File: src/rtl/dog_extrema_scanner.sv
// Scans a DoG octave stack for strict 26-neighbour extrema passing a contrast threshold.
// Latency per pixel: 9 fetches (row start) or 3 (column step) + READ_LATENCY + 2, plus 1 per keypoint; stalls in EMIT on !kp_ready.
module dog_extrema_scanner #(
    parameter int BIT_DEPTH              = 9,
    parameter int NUM_SCALES             = 4,
    parameter int WIDTH                  = 8,
    parameter int HEIGHT                 = 8,
    parameter int ABS_CONTRAST_THRESHOLD = 4,
    parameter int READ_LATENCY           = 2
) (
    input  logic                              clk,
    input  logic                              rst_in,
    input  logic                              start,
    output logic [$clog2(WIDTH*HEIGHT)-1:0]   rd_addr,
    input  logic [NUM_SCALES*BIT_DEPTH-1:0]   rd_data,
    output logic                              kp_valid,
    input  logic                              kp_ready,
    output logic [$clog2(WIDTH)-1:0]          kp_x,
    output logic [$clog2(HEIGHT)-1:0]         kp_y,
    output logic [$clog2(NUM_SCALES)-1:0]     kp_scale,
    output logic                              kp_is_max,
    output logic                              busy,
    output logic                              done,
    output logic [15:0]                       kp_count
);
    localparam int A_W = $clog2(WIDTH*HEIGHT);
    localparam int X_W = $clog2(WIDTH);
    localparam int Y_W = $clog2(HEIGHT);
    localparam int S_W = $clog2(NUM_SCALES);
    localparam logic [READ_LATENCY-1:0]   L_LAST = READ_LATENCY'(1) << (READ_LATENCY - 1);
    localparam logic signed [BIT_DEPTH:0] L_THR  = (BIT_DEPTH+1)'(ABS_CONTRAST_THRESHOLD);

    typedef enum logic [2:0] {
        S_IDLE, S_FETCH_ROW, S_FETCH_COL, S_DRAIN, S_EVAL, S_EMIT, S_ADVANCE
    } state_t;

    state_t                        r_state, w_next;
    logic [X_W-1:0]                r_x;
    logic [Y_W-1:0]                r_y;
    logic [1:0]                    r_col, r_row;
    logic [A_W-1:0]                r_last_addr, w_addr;
    logic [READ_LATENCY-1:0]       r_vld;
    logic [1:0]                    r_tc [READ_LATENCY];
    logic [1:0]                    r_tr [READ_LATENCY];
    logic signed [BIT_DEPTH-1:0]   r_win [NUM_SCALES][3][3];
    logic [NUM_SCALES-1:0]         r_mask, r_pol, w_mask, w_pol, w_mask_rest;
    logic                          r_busy, r_done;
    logic [15:0]                   r_count;
    logic                          w_issue, w_hs, w_fetch_last, w_x_more, w_y_more;
    logic signed [BIT_DEPTH-1:0]   w_c;
    logic signed [BIT_DEPTH:0]     w_cx, w_abs;
    logic                          w_gt, w_lt;
    logic [S_W-1:0]                w_sel;
    logic                          w_sel_max;

    assign w_addr       = A_W'((32'(r_y) + 32'(r_row) - 32'd1) * 32'(WIDTH) + 32'(r_x) + 32'(r_col) - 32'd1);
    assign w_fetch_last = (r_row == 2'd2) && (r_col == 2'd2);
    assign w_x_more     = r_x < X_W'(WIDTH - 2);
    assign w_y_more     = r_y < Y_W'(HEIGHT - 2);
    assign w_mask_rest  = r_mask & (r_mask - 1'b1);

    always_ff @(posedge clk) begin
        if (!rst_in) r_state <= S_IDLE;
        else         r_state <= w_next;
    end

    always_comb begin
        w_next = r_state;
        case (r_state)
            S_IDLE:                   if (start) w_next = S_FETCH_ROW;
            S_FETCH_ROW, S_FETCH_COL: if (w_fetch_last) w_next = S_DRAIN;
            S_DRAIN:                  if (r_vld == L_LAST) w_next = S_EVAL;
            S_EVAL:                   w_next = (w_mask != '0) ? S_EMIT : S_ADVANCE;
            S_EMIT:                   if (w_hs && (w_mask_rest == '0)) w_next = S_ADVANCE;
            S_ADVANCE:                w_next = w_x_more ? S_FETCH_COL : (w_y_more ? S_FETCH_ROW : S_IDLE);
            default:                  w_next = S_IDLE;
        endcase
    end

    always_comb begin
        w_issue  = (r_state == S_FETCH_ROW) || (r_state == S_FETCH_COL);
        kp_valid = (r_state == S_EMIT);
        w_hs     = kp_valid && kp_ready;
    end

    // Candidate scales only; |centre| widened by one bit so the most-negative sample stays positive.
    always_comb begin
        w_mask = '0;
        w_pol  = '0;
        w_c    = '0;
        w_cx   = '0;
        w_abs  = '0;
        w_gt   = 1'b0;
        w_lt   = 1'b0;
        for (int s = 1; s <= NUM_SCALES - 2; s++) begin
            w_c  = r_win[s][1][1];
            w_gt = 1'b1;
            w_lt = 1'b1;
            for (int d = -1; d <= 1; d++) begin
                for (int c = 0; c < 3; c++) begin
                    for (int r = 0; r < 3; r++) begin
                        if (!(d == 0 && c == 1 && r == 1)) begin
                            if (r_win[s+d][c][r] >= w_c) w_gt = 1'b0;
                            if (r_win[s+d][c][r] <= w_c) w_lt = 1'b0;
                        end
                    end
                end
            end
            w_cx  = {w_c[BIT_DEPTH-1], w_c};
            w_abs = w_cx[BIT_DEPTH] ? -w_cx : w_cx;
            if ((w_gt || w_lt) && (w_abs >= L_THR)) begin
                w_mask[s] = 1'b1;
                w_pol[s]  = w_gt;
            end
        end
    end

    always_comb begin
        w_sel     = '0;
        w_sel_max = 1'b0;
        for (int s = NUM_SCALES - 1; s >= 0; s--) begin
            if (r_mask[s]) begin
                w_sel     = S_W'(s);
                w_sel_max = r_pol[s];
            end
        end
    end

    always_ff @(posedge clk) begin
        if (!rst_in) begin
            r_x         <= '0;
            r_y         <= '0;
            r_col       <= '0;
            r_row       <= '0;
            r_last_addr <= '0;
            r_vld       <= '0;
            r_mask      <= '0;
            r_pol       <= '0;
            r_busy      <= 1'b0;
            r_done      <= 1'b0;
            r_count     <= '0;
            for (int i = 0; i < READ_LATENCY; i++) begin
                r_tc[i] <= '0;
                r_tr[i] <= '0;
            end
        end else begin
            r_done <= 1'b0;
            if (w_issue) begin
                r_last_addr <= w_addr;
                if (r_row == 2'd2) begin
                    r_row <= '0;
                    r_col <= r_col + 2'd1;
                end else begin
                    r_row <= r_row + 2'd1;
                end
            end
            // Tags travel with each read so captures land in the right window slot.
            r_vld   <= (r_vld << 1) | READ_LATENCY'(w_issue);
            r_tc[0] <= r_col;
            r_tr[0] <= r_row;
            for (int i = 1; i < READ_LATENCY; i++) begin
                r_tc[i] <= r_tc[i-1];
                r_tr[i] <= r_tr[i-1];
            end
            case (r_state)
                S_IDLE: if (start) begin
                    r_busy  <= 1'b1;
                    r_count <= '0;
                    r_x     <= X_W'(1);
                    r_y     <= Y_W'(1);
                    r_col   <= '0;
                    r_row   <= '0;
                end
                S_EVAL: begin
                    r_mask <= w_mask;
                    r_pol  <= w_pol;
                end
                S_EMIT: if (w_hs) begin
                    r_mask <= w_mask_rest;
                    if (r_count != 16'hFFFF) r_count <= r_count + 16'd1;
                end
                S_ADVANCE: begin
                    r_row <= '0;
                    if (w_x_more) begin
                        r_x   <= r_x + X_W'(1);
                        r_col <= 2'd2;
                    end else if (w_y_more) begin
                        r_x   <= X_W'(1);
                        r_y   <= r_y + Y_W'(1);
                        r_col <= '0;
                    end else begin
                        r_busy <= 1'b0;
                        r_done <= 1'b1;
                    end
                end
                default: ;
            endcase
        end
    end

    always_ff @(posedge clk) begin
        if (r_state == S_FETCH_COL && r_row == 2'd0) begin
            for (int s = 0; s < NUM_SCALES; s++) begin
                for (int r = 0; r < 3; r++) begin
                    r_win[s][0][r] <= r_win[s][1][r];
                    r_win[s][1][r] <= r_win[s][2][r];
                end
            end
        end
        if (r_vld[READ_LATENCY-1]) begin
            for (int s = 0; s < NUM_SCALES; s++)
                r_win[s][r_tc[READ_LATENCY-1]][r_tr[READ_LATENCY-1]] <= rd_data[s*BIT_DEPTH +: BIT_DEPTH];
        end
    end

    assign rd_addr   = w_issue ? w_addr : r_last_addr;
    assign kp_x      = r_x;
    assign kp_y      = r_y;
    assign kp_scale  = w_sel;
    assign kp_is_max = w_sel_max;
    assign busy      = r_busy;
    assign done      = r_done;
    assign kp_count  = r_count;
endmodule

File: config.mk
export PLATFORM = sky130hd
export DESIGN_NAME = dog_extrema_scanner
export DESIGN_NICKNAME = d
export VERILOG_FILES = /design/src/rtl/dog_extrema_scanner.sv
export SDC_FILE = /design/constraint.sdc
export NUM_CORES = 1
export LEC_CHECK = 0
export CAP_MARGIN = 20
export CORE_MARGIN = 1.5
export CORE_UTILIZATION = 30
export DETAILED_ROUTE_END_ITERATION = 10
export DONT_BUFFER_PORTS = 1
export PLACE_DENSITY = 0.52
export SETUP_SLACK_MARGIN = 0.2
export SLEW_MARGIN = 20
export SYNTH_ARGS = -nofsm -noshare
export SYNTH_HDL_FRONTEND = slang
export SYNTH_SLANG_ARGS = --single-unit
File: constraint.sdc
create_clock -name clk -period 4.7 [get_ports clk]
set_clock_uncertainty 0.2 [all_clocks]
set_input_delay 0.235 -clock clk [delete_from_list [all_inputs] [get_ports clk]]
set_output_delay 0.235 -clock clk [all_outputs]
set_load 0.01 [all_outputs]
==> results.toml, run 1 <==
[status]
status = "complete, no violations"

[route]
wl_per_cell_um = 24.1
drt-vias-per-instance = 5.49
drcViolationCount = 0
drtPass1Iterations = 5
antenna_left = 0
drt-total-wl_mm = 86.3
vias = 19595
dr.first_iter.drc_count = 1351

[sta]
maxSlewHeadroom = 0.264
worst_pin_slew_ns = 1.10
fmax_mhz = 225
setup_tns_ns = 0
finalMaxSlewViolations = 0
post-route-period-util = 0.947
hold_violations = 0
rsz0062_at_grt = "false"
setup_viol = 0
fin_crit_ns = 4.45

[synth]
ys_warn_count = 0
ys_ff_latch = 376
ys_seq_area_frac = 0.414
yosysUniqueCellTypes = 76
yosysMostFrequentCell = "ha_1"
syn_area_um2 = 26000
synthArstFlopShare = 0
synth.area.top_cells = "edfxtp_1 37%, ha_1 23%, mux2_2 9.4%, dfxtp_1 4.0%, a21oi_1 2.3%"
syn_inst = 2268
synth_common_cells = "473 x ha_1, 324 x edfxtp_1, 216 x mux2_2"
synth_top_area_cell = "edfxtp_1"
ys.flop_type = "edfxtp_1"
syn_nets = 2782
synth_edf_count = 324
yosys.area.top_type_share = 0.374
synth_area_per_cell_um2 = 11.5

[global_routing]
grt_overflow_total = 0
antenna_found_initial = 10
grt_pass1_wl_mm = 129
grt.total_usage = 0.193
grt_max_degree = 38
grt_pass1_vias = 20090

[finish]
nNetsFinal = 2903
drive_above_1_share = 0.159
area_delta_synth_final_pct = 15.4
finish.instance_area_um2 = 30000

[clock_tree]
htreeDepth = 2
cts_num_sinks = 376
cts_setup_buffers = 0
clockBufferDepth = 3
cts_root_buf = "clkbuf_16"
clkLatencyLatePin_ns = 0.61
cts_made_buffers = 46
clk_pin_slew_ns = 0.06
cts_tree = "yes"

[critical_path]
required_ns = 5.00
slowest_delay_ns = 0.66
critPathKind = "flop to flop"
path_cells = "inv_1 > buf_4 > ha_1 > nand4_1 > a21oi_1 > a2111oi_0 > o221ai_1 > nor4_1 > and4b_1 > o2bb2ai_1 > a211oi_1 > a21o_1"
slowest_stage = "nor4_1"
start_kind = "flop"
crit_arrival_ns = 4.75
crit_fanout = 11
endpoint_kind = "flop"
rr_worst_depth = 12
reg2reg_slack_ns = 0.25

[pwr]
swShare = 0.278
internal_power_uw = 6600
power_frac_clock = 0.417
comb_power_share = 0.155
vdd_ir_drop_max_uv = 234
pwr-share-seq = 0.427
p_per_area_nw_per_um2 = 305
p_switching_uw = 2540
p_leak_uw = 0.0116

[die]
start_util = 0.304
coreArea_um2 = 85500
die_area_um2 = 88400
die-width_um = 297
io_pins = 74
rows = 107
chipHeight_um = 297

[min_path]
holdPathStages = 6
hold_path_class = "input pin to flop"

[placed_design]
place_area_um2 = 27900
io_buffers = 0
dpl.hpwl_mm = 63.8
gp_congestion = 0.939

[run]
maxCapViolations = 0
worst paths after layout:
kind | start | end
setup reg to reg | r_win[1][42] | r_state[1]
hold reg to reg | r_tc[0][1] | r_tc[0][3]
setup / recovery | r_win[1][42] | r_state[1]
hold / removal | start | r_state[0]
registers in the layout (all words and copies together) (netlist names), 2 cells and up:
| name | flops |
|---|---|
| r_win | 324 |
| r_tr | 4 |
| r_pol | 2 |
| r_row | 2 |
| kp_x | 3 |
| r_state | 3 |
| kp_count | 16 |
| r_col | 2 |
| r_last_addr | 6 |
| kp_y | 3 |
| r_tc | 4 |
| r_mask | 3 |
| r_vld | 2 |
worst max-delay path: cells and delay by family (launching register included):
| kind | cells | cell delay, ns |
|---|---|---|
| AOI/OAI and AO/OA | 6 | 1.51 |
| adders and majority gates | 1 | 0.31 |
| buffers and inverters | 2 | 0.71 |
| DFF | 1 | 0.45 |
| and+or+nand+nor | 3 | 1.16 |
metal layers:
layer | global-route usage | routed length, um | vias up
li1 | - | - | 9098
met5 | 0 | 75 | -
met4 | 0.0656 | 2810 | 12
met1 | 0.258 | 39100 | 9732
met3 | 0.0260 | 4390 | 151
met2 | 0.320 | 39900 | 602
power groups by stage:
stage,combinational (uW),sequential [uW],clock (uW)
floorplan,895,3920,0
global placement,1270,3970,0
detailed placement,1320,3970,0
CTS,1420,3900,3900
global route,1580,3910,4010
finish,1420,3900,3810
cell families after synthesis:
| logic type | after synthesis | synth area share |
|---|---|---|
| AND/OR/NAND/NOR | 594 | 0.122 |
| adder cells (fa/ha/maj) | 474 | 0.229 |
| AO/OA/AOI/OAI | 408 | 0.105 |
| buffers and inverters | 165 | 0.0239 |
| XOR/XNOR | 21 | 0.00708 |
| multiplexers | 230 | 0.0990 |
| flip-flops | 376 | 0.414 |
per-stage QoR:
stage	total power, uW	hold slack [ns]	cells	worst slack [ns]	util
6_report	9130	0.177	3572	0.250	0.350
4_1_cts	9220	0.145	3568	0.387	0.350
3_5_place_dp	5290	0.135	3444	0.396	0.327
3_3_place_gp	5250	0.135	3443	0.263	0.327
5_1_grt	9510	0.245	3572	0.287	0.350
2_1_floorplan	4820	0.134	2268	0.932	-
timing repair:
action,in CTS,in global routing
setup endpoints to repair,0,2
hold buffers,39,1
hold endpoints to repair,373,16
resized for setup,0,1
placed cells by master, fill, tap and decap left out, types with 8 or more instances in the layout:
master	n
nor4_1	18
a21o_1	19
dfxtp_1	52
buf_12	8
o21a_1	10
clkbuf_16	46
o41ai_1	12
a211oi_1	20
nor3b_1	13
nand2b_1	50
inv_1	133
mux2i_1	14
edfxtp_1	324
nand4_1	84
buf_4	56
clkbuf_1	8
and2_1	20
o21ai_0	72
a22oi_1	14
o22ai_1	10
o211ai_1	26
nand3_1	50
nor3_1	46
clkinv_1	9
a22o_1	20
nand3b_1	10
nand2_1	124
bufinv_16	8
ha_1	473
nor2_1	95
nor2b_1	29
xor2_1	13
dlygate4sd3_1	39
a21oi_1	119
mux2_2	216
xnor2_1	8
a2111oi_0	8
final cells by class:
type	instances	area, um^2
Multi-Input combinational cell	1727	14700
Clock buffer	54	1180
Fill cell	8315	55600
Timing Repair Buffer	105	991
Tap cell	1144	1430
Inverter	133	499
Sequential cell	376	10800
Clock inverter	31	428
Antenna cell	2	5.00
No activity file was read; power rests on OpenSTA's default activity.
==> run 2: changes to the inputs <==
clock period = 4.9 ns   (was 4.7 ns; I/O delays follow)
==> results.toml, run 2 (synthesis gave the netlist of run 1 again) <==
[status]
status = "complete, but fails checks"
failed_checks = "hold timing"

[finish]
area_delta_synth_final_pct = 15.4
largest_register_ffs = 324
final_cell_mix = "473 x ha_1, 324 x edfxtp_1, 216 x mux2_2"
drive_above_1_share = 0.161
final_common_cell = "ha_1"
largest-register = "r_win"
nNetsFinal = 2902

[route]
antenna_left = 0
dr.first_iter.drc_count = 1218
drt-vias-per-instance = 5.46
drtPass1Iterations = 5
vias = 19487
wl_per_cell_um = 24.4
drcViolationCount = 0
drt-total-wl_mm = 87.0

[die]
chipHeight_um = 297
rows = 107
die_area_um2 = 88400
start_util = 0.304
io_pins = 74
coreArea_um2 = 85500
die-width_um = 297

[sta]
worst_pin_slew_ns = 1.05
fmax_mhz = 230
hold_violations = 5
rsz0062_at_grt = "false"
setup_viol = 0
setup_tns_ns = 0
whs_ns = -0.0258
finalMaxSlewViolations = 0
maxSlewHeadroom = 0.300
post-route-period-util = 0.887
finalWorstSetupSlack_ns = 0.554
fin_crit_ns = 4.35

[clock_tree]
cts_root_buf = "clkbuf_16"
cts_made_buffers = 48
cts_num_sinks = 376
htreeDepth = 2
clkLatencyLatePin_ns = 0.60
cts_tree = "yes"
cts_hold_buf = 39
cts_resized = 0
cts_setup_buffers = 0
clockBufferDepth = 3
clk_pin_slew_ns = 0.06

[pwr]
p_per_area_nw_per_um2 = 292
vdd_ir_drop_max_uv = 302
p_leak_uw = 0.0117

[critical_path]
worstSetupStartpoint = "r_win[1][42]"
required_ns = 5.17
reg2reg_slack_ns = 0.55
endpoint_kind = "flop"
critPathKind = "flop to flop"
crit_end = "r_state[1]"
rr_worst_depth = 12
crit_arrival_ns = 4.62
r2r-start = "r_win[1][42]"
r2r_end = "r_state[1]"
start_kind = "flop"
crit_fanout = 13

[run]
maxCapViolations = 0

[global_routing]
grt_overflow_total = 0
grt_pass1_vias = 20073
grt_pass1_wl_mm = 131
grt.total_usage = 0.195
grt_max_degree = 41
antenna_found_initial = 8

[placed_design]
dpl.hpwl_mm = 64.2
place_worst_setup_slack_ns = 0.587
gp_congestion = 0.918
io_buffers = 0

[min_path]
hold_path_class = "input pin to flop"
-- run 2: power breakdown --
group / leakage [uW] / total (uW) / internal, uW / switching, uW
Sequential: 0.00336 / 3740 / 3640 / 106
Combinational: 0.00750 / 1370 / 524 / 851
Clock: 0.000800 / 3650 / 2210 / 1440
Total: 0.0117 / 8770 / 6370 / 2400
-- run 2: cell type report --
type / count / area (um^2)
Antenna cell: 2 / 5.00
Clock buffer: 57 / 1270
Clock inverter: 31 / 345
Fill cell: 8355 / 55600
Inverter: 133 / 499
Multi-Input combinational cell: 1727 / 14700
Sequential cell: 376 / 10800
Tap cell: 1144 / 1430
Timing Repair Buffer: 102 / 991
-- run 2: how the worst min path moves through the flow --
stage / startpoint / endpoint / cells after the start
6_report: rst_in / r_mask[3] / 3
5_1_grt: rst_in / busy / 2
4_1_cts: rst_in / kp_count[3] / 2
3_5_place_dp: rd_data[33] / r_win[3][15] / 0
3_3_place_gp: rd_data[32] / r_win[3][5] / 0
2_1_floorplan: rd_data[0] / r_win[0][0] / 0
-- run 2: through the flow --
stage	std cells	hold WS, ns	power [uW]	area [um^2]	util
global route	3571	0.0122	9130	30000	0.350
detailed placement	3442	0.145	5080	27900	0.327
CTS	3569	0.0103	8840	30000	0.350
finish	3572	-0.0258	8770	30000	0.350
floorplan	2268	0.144	4620	26000	-
global placement	3442	0.145	5050	27900	0.327
-- run 2: layer usage --
| metal | track usage | up-vias | part of all wire |
|---|---|---|---|
| met5 | 0 | - | 0.00052 |
| met4 | 0.0615 | 6 | 0.029 |
| met3 | 0.0309 | 137 | 0.056 |
| met1 | 0.261 | 9689 | 0.45 |
| li1 | - | 9096 | - |
| met2 | 0.320 | 559 | 0.46 |
-- run 2: critical path, cell delays in order, from the launching register on --
cell       delay (ns)
edfxtp_1         0.44
inv_1            0.37
buf_4            0.37
ha_1             0.32
a22o_1           0.24
o41ai_1          0.51
buf_4            0.22
nand4_1          0.10
nor4b_1          0.48
and4_1           0.29
o2bb2ai_1        0.35
a211oi_1         0.13
a21o_1           0.19
